<file path="config.mk">
export PLATFORM = sky130hd
export DESIGN_NAME = stop_watch_lap
export DESIGN_NICKNAME = d
export VERILOG_FILES = /design/src/rtl/stop_watch_pkg.sv /design/src/rtl/stop_watch_lap_bcd_digit.sv /design/src/rtl/stop_watch_lap.sv
export SDC_FILE = /design/constraint.sdc
export NUM_CORES = 1
export LEC_CHECK = 0
export BUFFER_PORTS_ARGS = -buffer_cell sky130_fd_sc_hd__buf_2
export CAP_MARGIN = 20
export CORE_MARGIN = 2
export CORE_UTILIZATION = 63
export CTS_CLUSTER_DIAMETER = 200
export DETAILED_ROUTE_END_ITERATION = 8
export PLACE_DENSITY = 0.85
export SYNTH_ARGS = -nofsm -noshare
export SYNTH_HDL_FRONTEND = slang
export SYNTH_SLANG_ARGS = --single-unit
</file>
<file path="constraint.sdc">
create_clock -name clk -period 4.4 [get_ports clk]
set_clock_uncertainty 0.15 [all_clocks]
set_input_delay 0.22 -clock clk [delete_from_list [all_inputs] [get_ports clk]]
set_output_delay 0.22 -clock clk [all_outputs]
set_load 0.1 [all_outputs]
</file>
<file path="src/rtl/stop_watch_pkg.sv">
// Shared BCD constants and helpers for the stopwatch/timer core.
package stop_watch_pkg;

    localparam int          BCD_W   = 4;
    localparam logic [3:0]  BCD_MAX = 4'd9;
    localparam logic [3:0]  BCD_MIN = 4'd0;

    // Clamp an arbitrary nibble into the legal BCD range 0..9.
    function automatic logic [BCD_W-1:0] bcd_sat(input logic [BCD_W-1:0] nibble);
        return (nibble > BCD_MAX) ? BCD_MAX : nibble;
    endfunction

endpackage

</file>
<file path="src/rtl/stop_watch_lap_bcd_digit.sv">
// One BCD digit of the stopwatch count: up/down step with ripple carry/borrow,
// synchronous clear and saturating load.
module bcd_digit
    import stop_watch_pkg::*;
(
    input  logic             clk,
    input  logic             reset_n,
    input  logic             clr,
    input  logic             load,
    input  logic [BCD_W-1:0] load_val,
    input  logic             en,
    input  logic             down,
    output logic [BCD_W-1:0] q,
    output logic             cout
);

    logic [BCD_W-1:0] r_q;
    logic             w_at_limit;

    // The digit wraps (and passes a carry/borrow on) when it sits at the end
    // of its range in the current count direction.
    assign w_at_limit = down ? (r_q == BCD_MIN) : (r_q == BCD_MAX);
    assign cout       = en & w_at_limit;
    assign q          = r_q;

    // Digit register: clear beats load beats step.
    always_ff @(posedge clk) begin
        if (!reset_n) begin
            r_q <= BCD_MIN;
        end else if (clr) begin
            r_q <= BCD_MIN;
        end else if (load) begin
            r_q <= bcd_sat(load_val);
        end else if (en) begin
            if (down) begin
                r_q <= w_at_limit ? BCD_MAX : (r_q - 4'd1);
            end else begin
                r_q <= w_at_limit ? BCD_MIN : (r_q + 4'd1);
            end
        end
    end

endmodule

</file>
<file path="src/rtl/stop_watch_lap.sv">
// N-digit BCD stopwatch / countdown timer with tick prescaler, preset load,
// lap freeze of the displayed value, sticky overflow and one-shot done.
module stop_watch_lap
    import stop_watch_pkg::*;
#(
    parameter int DIGITS   = 4,
    parameter int TICK_DIV = 5_000_000
) (
    input  logic                    clk,
    input  logic                    reset_n,
    input  logic                    go,
    input  logic                    clr,
    input  logic                    load,
    input  logic [BCD_W*DIGITS-1:0] preset,
    input  logic                    down,
    input  logic                    lap,
    output logic [BCD_W*DIGITS-1:0] digits,
    output logic                    lap_active,
    output logic                    ovf,
    output logic                    done,
    output logic                    tick
);

    localparam int                    PW         = (TICK_DIV > 1) ? $clog2(TICK_DIV) : 1;
    localparam logic [PW-1:0]         PRESC_LAST = PW'(TICK_DIV - 1);
    localparam logic [BCD_W*DIGITS-1:0] COUNT_ONE = (BCD_W*DIGITS)'(1);

    logic [PW-1:0]             r_presc;
    logic [BCD_W*DIGITS-1:0]   r_latch;
    logic                      r_lap_active;
    logic                      r_ovf;
    logic                      r_done;

    logic                      w_tick;
    logic                      w_step;
    logic                      w_zero;
    logic [BCD_W*DIGITS-1:0]   w_count;
    logic [DIGITS:0]           w_carry;

    assign w_tick = go & (r_presc == PRESC_LAST);
    assign w_zero = (w_count == '0);
    // A tick only steps the count when no clear/load claims the cycle, and a
    // countdown parked at zero stays there.
    assign w_step     = w_tick & ~clr & ~load & ~(down & w_zero);
    assign w_carry[0] = w_step;

    genvar gi;
    generate
        for (gi = 0; gi < DIGITS; gi++) begin : g_digit
            bcd_digit u_digit (
                .clk      (clk),
                .reset_n  (reset_n),
                .clr      (clr),
                .load     (load),
                .load_val (preset[gi*BCD_W +: BCD_W]),
                .en       (w_carry[gi]),
                .down     (down),
                .q        (w_count[gi*BCD_W +: BCD_W]),
                .cout     (w_carry[gi+1])
            );
        end
    endgenerate

    // Prescaler: free-runs while go is high, holds while paused so a resumed
    // interval finishes where it left off.
    always_ff @(posedge clk) begin
        if (!reset_n) begin
            r_presc <= '0;
        end else if (clr || load) begin
            r_presc <= '0;
        end else if (go) begin
            r_presc <= (r_presc == PRESC_LAST) ? '0 : (r_presc + PW'(1));
        end
    end

    // Flags: sticky overflow on an up-count wrap of the top digit, done pulses
    // on the step that lands a countdown on zero.
    always_ff @(posedge clk) begin
        if (!reset_n) begin
            r_ovf  <= 1'b0;
            r_done <= 1'b0;
        end else begin
            r_done <= w_step & down & (w_count == COUNT_ONE);
            if (clr || load) begin
                r_ovf <= 1'b0;
            end else if (w_step && !down && w_carry[DIGITS]) begin
                r_ovf <= 1'b1;
            end
        end
    end

    // Lap freeze: first press captures the pre-update count, second releases.
    always_ff @(posedge clk) begin
        if (!reset_n) begin
            r_latch      <= '0;
            r_lap_active <= 1'b0;
        end else if (clr) begin
            r_lap_active <= 1'b0;
        end else if (lap) begin
            if (!r_lap_active) begin
                r_latch      <= w_count;
                r_lap_active <= 1'b1;
            end else begin
                r_lap_active <= 1'b0;
            end
        end
    end

    assign digits     = r_lap_active ? r_latch : w_count;
    assign lap_active = r_lap_active;
    assign ovf        = r_ovf;
    assign done       = r_done;
    assign tick       = w_tick;

endmodule

</file>
== Word level (Yosys, flattened, before mapping) ==
Cells that the tools add are included.

* Word-level logic and storage cells: 90
* Input port bits: 23
* Bits in registers: 58

* Magnitude comparators: 4
* Bitwise operators: 15
* Reductions and logical operators: 16
* Add/subtract/negate cells: 9
* Mux-type cells: 31
* Eq/ne operators: 6

{| class="wikitable"
|+ Operators by type and width
! kind !! number
|-
| $mux W4 || 24
|-
| $add A23 B1 Y23 const B || 1
|-
| $eq A23 B23 Y1 const B || 1
|-
| $mux W23 || 1
|-
| $add A4 B1 Y4 const B || 4
|-
| $eq A16 B1 Y1 const B || 1
|-
| $eq A4 B4 Y1 const B || 4
|-
| $gt A4 B4 Y1 const B || 4
|-
| $logic_not A16 Y1 || 1
|-
| $logic_not A4 Y1 || 4
|-
| $mux W16 || 1
|-
| $sub A4 B1 Y4 const B || 4
|-
| $and A1 B1 Y1 || 11
|-
| $reduce_bool A2 Y1 || 4
|-
| $mux W1 || 5
|-
| $not A1 Y1 || 4
|-
| $reduce_or A2 Y1 || 2
|-
| $logic_and A1 B1 Y1 || 2
|-
| $reduce_and A2 Y1 || 1
|-
| $logic_not A1 Y1 || 1
|-
| $logic_or A1 B1 Y1 || 1
|}

== Depth between registers and ports, before layout ==
Gate-level depths: netlist (run 1).

* Depth in word-level cells: 10
* Depth in mapped cells: 9
* Depth with buffers taken out: 8

== Hierarchy ==
A second synthesis (run 1) with hierarchy kept.

* Cells, all modules: 435
* Area, all modules: 3829.9 µm²

{| class="wikitable"
|+ By module, submodules not included
! module !! cells an instance !! sequential area each (µm²) !! times used !! area each (µm²)
|-
| stop_watch_lap || 215 || 840.8 || 1 || 2093.3
|-
| bcd_digit || 55 || 80.1 || 4 || 434.2
|}

== Least setup slack after synthesis (run 1) ==
No wires, ideal clock.

* Path type: reg2reg
* From: register r_lap_active (netlist: lap_active)
* To: register r_latch[0]
* Stages on the path, launching flop included: 6
* Arrival time: 3.675 ns
* Clock period less this slack: 3.898 ns
* Required time: 4.177 ns
* Buffers on the path: 2
* Library setup time: 0.073 ns
* Setup slack: 0.502 ns
* Cell sequence: dfxtp_1 -> clkbuf_1 -> clkbuf_1 -> o21ai_0 -> mux2i_1 -> nor2b_1

* Word-level cells in the longest chain between the ends: 1

{| class="wikitable"
|+ Ends and longest elaborated chain
! item !! RTL line !! source
|-
| start: declaration || stop_watch_lap.sv:30 || <nowiki>logic r_lap_active;</nowiki>
|-
| start signal: assignment || stop_watch_lap.sv:96 || <nowiki>r_lap_active <= 1'b0;</nowiki>
|-
| start signal: assignment || stop_watch_lap.sv:98 || <nowiki>r_lap_active <= 1'b0;</nowiki>
|-
| start signal: assignment || stop_watch_lap.sv:102 || <nowiki>r_lap_active <= 1'b1;</nowiki>
|-
| $mux W16 || n/a ||
|-
| via digits[0] || stop_watch_lap.sv:17 || <nowiki>output logic [BCD_W*DIGITS-1:0] digits,</nowiki>
|-
| end signal: assignment || stop_watch_lap.sv:101 || <nowiki>r_latch <= w_count;</nowiki>
|-
| end: declaration || stop_watch_lap.sv:29 || <nowiki>logic [BCD_W*DIGITS-1:0] r_latch;</nowiki>
|}

The timed path passes the listed nets, and every way through them passes these cells.
A chain may end at the register's enable or synchronous reset.

== Worst setup path after layout (run 1) ==
* From: register g_digit[0].u_digit.r_q[0]
* To: register g_digit[2].u_digit.r_q[3]

* Word-level cells in the longest chain between the ends: 7
* Elaborated cells between the ends (all ways): 10
* Classes of those cells: eq/ne (1); mux (1); bitwise (5); reduce/logical (3)

{| class="wikitable"
|+ Ends and longest elaborated chain
! item !! RTL line !! source
|-
| start: declaration || stop_watch_lap_bcd_digit.sv:17 || <nowiki>logic [BCD_W-1:0] r_q;</nowiki>
|-
| start signal: assignment || stop_watch_lap_bcd_digit.sv:33 || <nowiki>r_q <= bcd_sat(load_val);</nowiki>
|-
| start signal: assignment || stop_watch_lap_bcd_digit.sv:36 || <nowiki>r_q <= w_at_limit ? BCD_MAX : (r_q - 4'd1);</nowiki>
|-
| start signal: assignment || stop_watch_lap_bcd_digit.sv:38 || <nowiki>r_q <= w_at_limit ? BCD_MIN : (r_q + 4'd1);</nowiki>
|-
| $logic_not A16 Y1 || stop_watch_lap.sv:41 || <nowiki>assign w_zero = (w_count == '0);</nowiki>
|-
| $and A1 B1 Y1 || stop_watch_lap.sv:44 || <nowiki>assign w_step = w_tick & ~clr & ~load & ~(down & w_zero);</nowiki>
|-
| $not A1 Y1 || stop_watch_lap.sv:44 ||
|-
| $and A1 B1 Y1 || stop_watch_lap.sv:44 ||
|-
| $and A1 B1 Y1 (*) (2 in series) || stop_watch_lap_bcd_digit.sv:23 || <nowiki>assign cout = en & w_at_limit;</nowiki>
|-
| $reduce_bool A2 Y1 (no line) (*) || n/a ||
|-
| end signal: assignment || stop_watch_lap_bcd_digit.sv:33 ||
|-
| end signal: assignment || stop_watch_lap_bcd_digit.sv:36 ||
|-
| end signal: assignment || stop_watch_lap_bcd_digit.sv:38 ||
|-
| end: declaration || stop_watch_lap_bcd_digit.sv:17 ||
|}

Every way passes the cells marked *; elsewhere a longest branch is shown, timed or not.

==> flow_summary.json, run 1 <==
{
  "status": "finished, final reports clean",
  "setup_ws_ns": 1.72,
  "tns_ns": 0,
  "cts.sinks": 58,
  "post-cts-setup-buffers": 0,
  "grt_pass1_vias": 3059,
  "synthArstFlopShare_pct": 0,
  "vias": 3213,
  "ys_seq_elements": 58,
  "path_buf_inv": 1,
  "layout_common_cells": "58 x dfxtp_1, 42 x buf_2, 41 x nor2_1",
  "root_buffer": "clkbuf_8",
  "layout_commonest_cell": "dfxtp_1",
  "vias_per_cell": 6.05,
  "grt_max_degree": 30,
  "ys_warn_count": 0,
  "overflow": 0,
  "numCtsBuffers": 9,
  "worstPathRequired_ns": 4.48,
  "nFillCells": 433,
  "cp_data_arrival_time_ns": 2.75,
  "path_delay_family": "simple AND/OR/NAND/NOR gates",
  "drcViolationCount": 0,
  "hold_buffers": 0,
  "grt_pass1_wl_um": 13900,
  "first_iter_violations": 235,
  "diodes": 0,
  "layout_min_cycle_time_ns": 2.68,
  "grtUsageMet2_pct": 49.5,
  "synthFlopType": "dfxtp_1",
  "dpl_worst_slack_ns": 1.77,
  "synth_edf_count": 0,
  "netlist_area_um2": 3650,
  "max-clock-path-buffers": 2,
  "path_class": "reg2reg",
  "antenna_found_initial": 0,
  "hold_path_class": "in2reg",
  "core_area_um2": 5540,
  "drive_gt1_share_pct": 18.7,
  "port_buffers": 42,
  "drt_pass1_iterations": 5,
  "critPathMaxFanout": 9,
  "cp_slowest_cell": "and4_1",
  "layout.nets": 496,
  "clkTransAtPathRegs_ns": 0.07,
  "max_stage_delay_ns": 0.50,
  "initial_utilization_pct": 65.9,
  "num_rows": 27,
  "io_pins": 43,
  "design_area_um2": 3980,
  "netlist.area_leader.share_pct": 31.8,
  "worstRegToRegCells": 8,
  "leakage_uw": 0.00148,
  "cts_tree": "done",
  "ys_seq_area_share_pct": 31.8,
  "worst_slew_pin_slew_ns": 1.06,
  "syn_area_per_cell_um2": 8.51,
  "gr-max-usage-layer": "met2",
  "met1_usage_pct": 31.9,
  "hold_viol_final": 0,
  "dpl_cell_area_um2": 3820,
  "cts_resized": 0,
  "crit_path_end_kind": "flop",
  "p_per_area_nw_per_um2": 289,
  "die_area_um2": 6420,
  "max_freq_mhz": 374,
  "setup_violations": 0,
  "h-tree-depth": 3,
  "synth_area_leaders": "dfxtp_1 32%, mux2i_1 6.6%, ha_1 5.8%",
  "max_cap_violations": 0,
  "dp_hpwl_um": 6180,
  "wl_um": 8430,
  "die_h_um": 80.1,
  "cp_cell_sequence": "inv_1 > ha_1 > nor3b_2 > a41oi_2 > and4_1 > nand3_2 > and4_4 > a311o_1",
  "grt_usage_pct": 28.0,
  "area_delta_synth_final_pct": 9.15,
  "die_w_um": 80.1,
  "worst_hold_path.num_cells": 3,
  "synth_largest_area_cell": "dfxtp_1",
  "start_kind": "flop",
  "synth_cell_types": 63,
  "relSlewSlack_pct": 29.3,
  "avgRoutedWirePerCell_um": 15.9,
  "gp_congestion": 0.932,
  "netlist_instances": 429,
  "rsz0062_at_grt": "no",
  "use_met3_pct": 5.06,
  "peakVddDrop_mv": 0.265,
  "cp.depth": 8,
  "antenna_left": 0,
  "synthesis.nets": 469,
  "slew_viol_final": 0,
  "finalCritPeriodShare_pct": 60.8,
  "clock_latency_ns": 0.34,
  "whs_ns": 0.0165
}
==> layer usage <==
metal	vias up	wire [µm]
met4	0	310
li1	1576	-
met3	34	342
met5	-	0
met1	1515	3420
met2	88	4350
==> flip-flops by register name, summed over array words and instances, names as in the netlist <==
name,flops
r_presc,23
r_latch,16
done,1
lap_active,1
g_digit.u_digit.q,16
ovf,1
==> power by group <==
part | internal [µW] | leakage [µW] | switching (µW)
registers | 534 | 0.000469 | 16.3
logic | 63.0 | 0.000925 | 126
clock network | 211 | 0.0000810 | 202
total | 808 | 0.00148 | 344
==> Yosys cell counts (all sizes together) (2+ instances only) <==
master and instances:
dfxtp 58, nor2 42, nand2 38, o21ai 31, mux2i 24, nor2b 20
ha 17, inv 16, a21oi 15, buf 14, clkbuf 12, nand4 12
xnor2 12, nor3 10, xor2 10, a211oi 9, nand3 9, mux2 7
nand3b 7, nor4 7, or3 6, and4bb 5, and4 4, nand2b 4
nor3b 4, a221oi 3, a311o 3, a31oi 3, o22ai 3, or2 3
a21boi 2, and3 2, o211ai 2, o41ai 2
==> through the flow <==
step | power, µW | utilization (%) | instances
global route | 1200 | 71.9 | 531
floorplan | 707 | - | 429
detailed placement | 748 | 69.0 | 517
CTS | 1150 | 71.9 | 531
finish | 1150 | 71.9 | 531
global placement | 744 | 69.0 | 517
==> cell families after synthesis <==
kind of cell    after synthesis  share of synthesized area [%]
fa+ha+maj                    17                           5.83
flops                        58                           31.8
xor+xnor                     22                           5.28
mux                          32                           9.36
buf+inv                      42                           5.14
simple gates                177                           27.9
compound gates               81                           14.7
==> path summary, 6_finish.rpt <==
kind | to | slack [ns] | from
setup reg to reg | g_digit[2].u_digit.q[3] | 1.72 | g_digit[0].u_digit.q[0]
setup / recovery | g_digit[2].u_digit.q[3] | 1.72 | g_digit[0].u_digit.q[0]
hold / removal | lap_active | 0.02 | lap
hold reg to reg | r_presc[22] | 0.33 | r_presc[22]
==> cell type report <==
| type | instances | area (µm²) | share of cell area, % |
|---|---|---|---|
| multi-input cells | 329 | 2300 | 57.8 |
| flip-flops and latches | 58 | 1160 | 29.1 |
| repair buffers | 42 | 210 | 5.28 |
| clock buffers | 11 | 141 | 3.55 |
| well taps | 72 | 90.1 | 2.26 |
| inverters | 16 | 60.1 | 1.51 |
| clock inverters | 3 | 17.5 | 0.440 |
==> worst min-delay path: stages <==
cell     delay (ns)
buf_2          0.10
xnor2_1        0.06
nor2_1         0.08
Note: power is estimated with default switching activity, not from simulation.
==> run 2: changes to the inputs <==
--- a/config.mk
+++ b/config.mk
@@ -8,10 +8,10 @@
 export BUFFER_PORTS_ARGS = -buffer_cell sky130_fd_sc_hd__buf_2
 export CAP_MARGIN = 20
 export CORE_MARGIN = 2
-export CORE_UTILIZATION = 63
+export CORE_UTILIZATION = 53
 export CTS_CLUSTER_DIAMETER = 200
 export DETAILED_ROUTE_END_ITERATION = 8
-export PLACE_DENSITY = 0.85
+export PLACE_DENSITY = 0.76
 export SYNTH_ARGS = -nofsm -noshare
 export SYNTH_HDL_FRONTEND = slang
 export SYNTH_SLANG_ARGS = --single-unit
==> constraint.sdc (replaced) <==
create_clock -name clk -period 2.45 [get_ports clk]
set_clock_uncertainty 0.15 [all_clocks]
set_input_delay 0.1225 -clock clk [delete_from_list [all_inputs] [get_ports clk]]
set_output_delay 0.1225 -clock clk [all_outputs]
set_load 0.1 [all_outputs]
==> run 2 against run 1 <==
  * Critical path depth is 1 higher
  * Register-to-register slack lost 1.6 ns
  * Routed wire length rose by 10%
  * First-iteration DRC count grew 21%
  * Critical endpoint is now g_digit[1].u_digit.q[3]
  * Maximum frequency is 13% higher
  * Flip-flop and latch count stayed put
  * Combinational power up 110%
==> flow_summary.json, run 2 (same netlist as run 1, synthesis figures left out) <==
{
  "clkTransAtPathRegs_ns": 0.07,
  "path_delay_family": "simple AND/OR/NAND/NOR gates",
  "cp_slowest_cell": "dfxtp_1",
  "drcViolationCount": 0,
  "numCtsBuffers": 9,
  "cts_tree": "done",
  "first_iter_violations": 285,
  "dr.max_layer_used": "met4",
  "wl_um": 9300,
  "switching_share_pct": 28.5,
  "wl_met1_um": 3910,
  "peakVddDrop_mv": 0.335,
  "overflow": 0,
  "drive_gt1_share_pct": 25.7,
  "layout_min_cycle_time_ns": 2.36,
  "core_area_um2": 6720,
  "grt_pass1_vias": 3301,
  "max_cap_violations": 0,
  "met2_wirelength_um": 4590,
  "cts.sinks": 58,
  "worst_hold_path.num_cells": 3,
  "max-clock-path-buffers": 2,
  "die_h_um": 87.0,
  "p_comb_share_pct": 17.7,
  "grt_pass1_wl_um": 15400,
  "dpl_cell_area_um2": 4090,
  "r2r-start": "g_digit[0].u_digit.q[1]",
  "p_seq_share_pct": 42.8,
  "grt_max_degree": 28,
  "vias": 3414,
  "initial_utilization_pct": 54.3,
  "reg2reg_slack_ns": 0.09,
  "worst_slew_pin_slew_ns": 0.611,
  "status": "finished, final reports clean",
  "cp_cell_sequence": "inv_1 > ha_1 > nor3b_2 > a41oi_2 > and4_2 > buf_4 > a21oi_4 > mux2i_1 > a211oi_2",
  "crit_path_end_kind": "flop",
  "slew_viol_final": 0,
  "path_class": "reg2reg",
  "antenna_found_initial": 0,
  "p_sw_uw": 651,
  "avgRoutedWirePerCell_um": 15.9,
  "rr_endpoint": "g_digit[1].u_digit.q[3]",
  "die_area_um2": 7570,
  "diodes": 0,
  "grt_usage_pct": 25.8,
  "min-delay-start": "preset[7]",
  "tns_ns": 0,
  "layout_commonest_cell": "dfxtp_1",
  "leakage_uw": 0.00172,
  "hold_path_class": "in2reg",
  "antenna_left": 0,
  "finalCritPeriodShare_pct": 96.3,
  "vias_per_cell": 5.84,
  "p_clk_share_pct": 39.5,
  "worstRegToRegCells": 9,
  "dp_cells": 554,
  "regMostFlops": "r_presc",
  "critPathMaxFanout": 6,
  "layout_common_cells": "57 x dfxtp_1, 42 x buf_2, 41 x nor2_1",
  "largest_reg_flops": 23,
  "io_pins": 43,
  "root_buffer": "clkbuf_8",
  "min_to": "g_digit[1].u_digit.q[3]",
  "relSlewSlack_pct": 59.3,
  "gp_congestion": 0.939,
  "instances_no_fill": 585,
  "max_stage_delay_ns": 0.31,
  "hold_viol_final": 0,
  "route.met3.wl_um": 490,
  "dp_hpwl_um": 6680,
  "p_int_uw": 1640,
  "port_buffers": 42,
  "start_kind": "flop",
  "worstPathRequired_ns": 2.53,
  "num_rows": 30,
  "layout.nets": 540,
  "cp_data_arrival_time_ns": 2.44,
  "p_per_area_nw_per_um2": 515,
  "setup_violations": 0,
  "max_freq_mhz": 424,
  "finish.utilization_pct": 66.1,
  "clock_latency_ns": 0.35,
  "whs_ns": 0.0189,
  "design_area_um2": 4440,
  "drt_pass1_iterations": 5,
  "path_buf_inv": 2,
  "die_w_um": 87.0,
  "area_delta_synth_final_pct": 21.6,
  "h-tree-depth": 3
}
## run 2: cell count changes in the layout (fill, tap and decap cells not counted), sizes merged
| cell | delta |
|---|---|
| clkinv | -1 |
| clkbuf | +3 |
| bufinv | +1 |
| clkinvlp | -1 |
| dlygate4sd3 | +13 |
| buf | +31 |
## run 2: what timing repair did
action                                  CTS  global route
endpoints found under the hold margin    12             0
endpoints found under the setup margin    0             9
buffers inserted                          0             2
gates resized for setup                   0             2
hold buffers                             13             0
## run 2: worst max-delay path by stage
stage          cells past startpoint                      end                     from  slack [ns]
6_report                           9  g_digit[1].u_digit.q[3]  g_digit[0].u_digit.q[1]        0.09
5_1_grt                            9  g_digit[1].u_digit.q[3]  g_digit[1].u_digit.q[0]      -0.007
4_1_cts                            9  g_digit[1].u_digit.q[3]  g_digit[0].u_digit.q[0]        0.07
3_5_place_dp                       8  g_digit[2].u_digit.q[3]  g_digit[2].u_digit.q[0]        0.11
3_3_place_gp                       7  g_digit[3].u_digit.q[0]  g_digit[1].u_digit.q[0]        0.12
2_1_floorplan                      5              r_latch[11]               lap_active        0.06
## run 2: power groups by stage
stage | clock network (µW) | logic, µW | registers [µW]
after floorplan | 0 | 279 | 997
after global placement | 0 | 374 | 1000
after detailed placement | 0 | 380 | 1000
after CTS | 912 | 398 | 980
after global routing | 951 | 431 | 982
final | 903 | 405 | 980
## run 2: cell type report
class	instances	area, µm²
Timing Repair Buffer	86	573
Multi-Input combinational cell	329	2350
Fill cell	563	2280
Inverter	16	60.1
Clock buffer	14	163
Clock inverter	2	35.0
Tap cell	80	100
Sequential cell	58	1160
## run 2: metal layers
metal | global-route usage, % | up-vias
met5 | 0 | -
met4 | 14.3 | 0
met3 | 5.21 | 29
met2 | 43.3 | 114
met1 | 30.6 | 1599
li1 | - | 1672
## run 2: worst register-to-register path, stage by stage, from the launching register on
cell and delay (ns):
dfxtp_1 0.31, inv_1 0.09, ha_1 0.17, nor3b_2 0.31
a41oi_2 0.18, and4_2 0.31, buf_4 0.17, a21oi_4 0.22
mux2i_1 0.25, a211oi_2 0.09
## run 2: metrics by stage
stage	setup slack (ns)	total power (µW)
after CTS	0.0716	2290
after global placement	0.121	1370
after detailed placement	0.108	1380
after floorplan	0.0565	1280
after global routing	-0.00721	2360
final	0.0898	2290
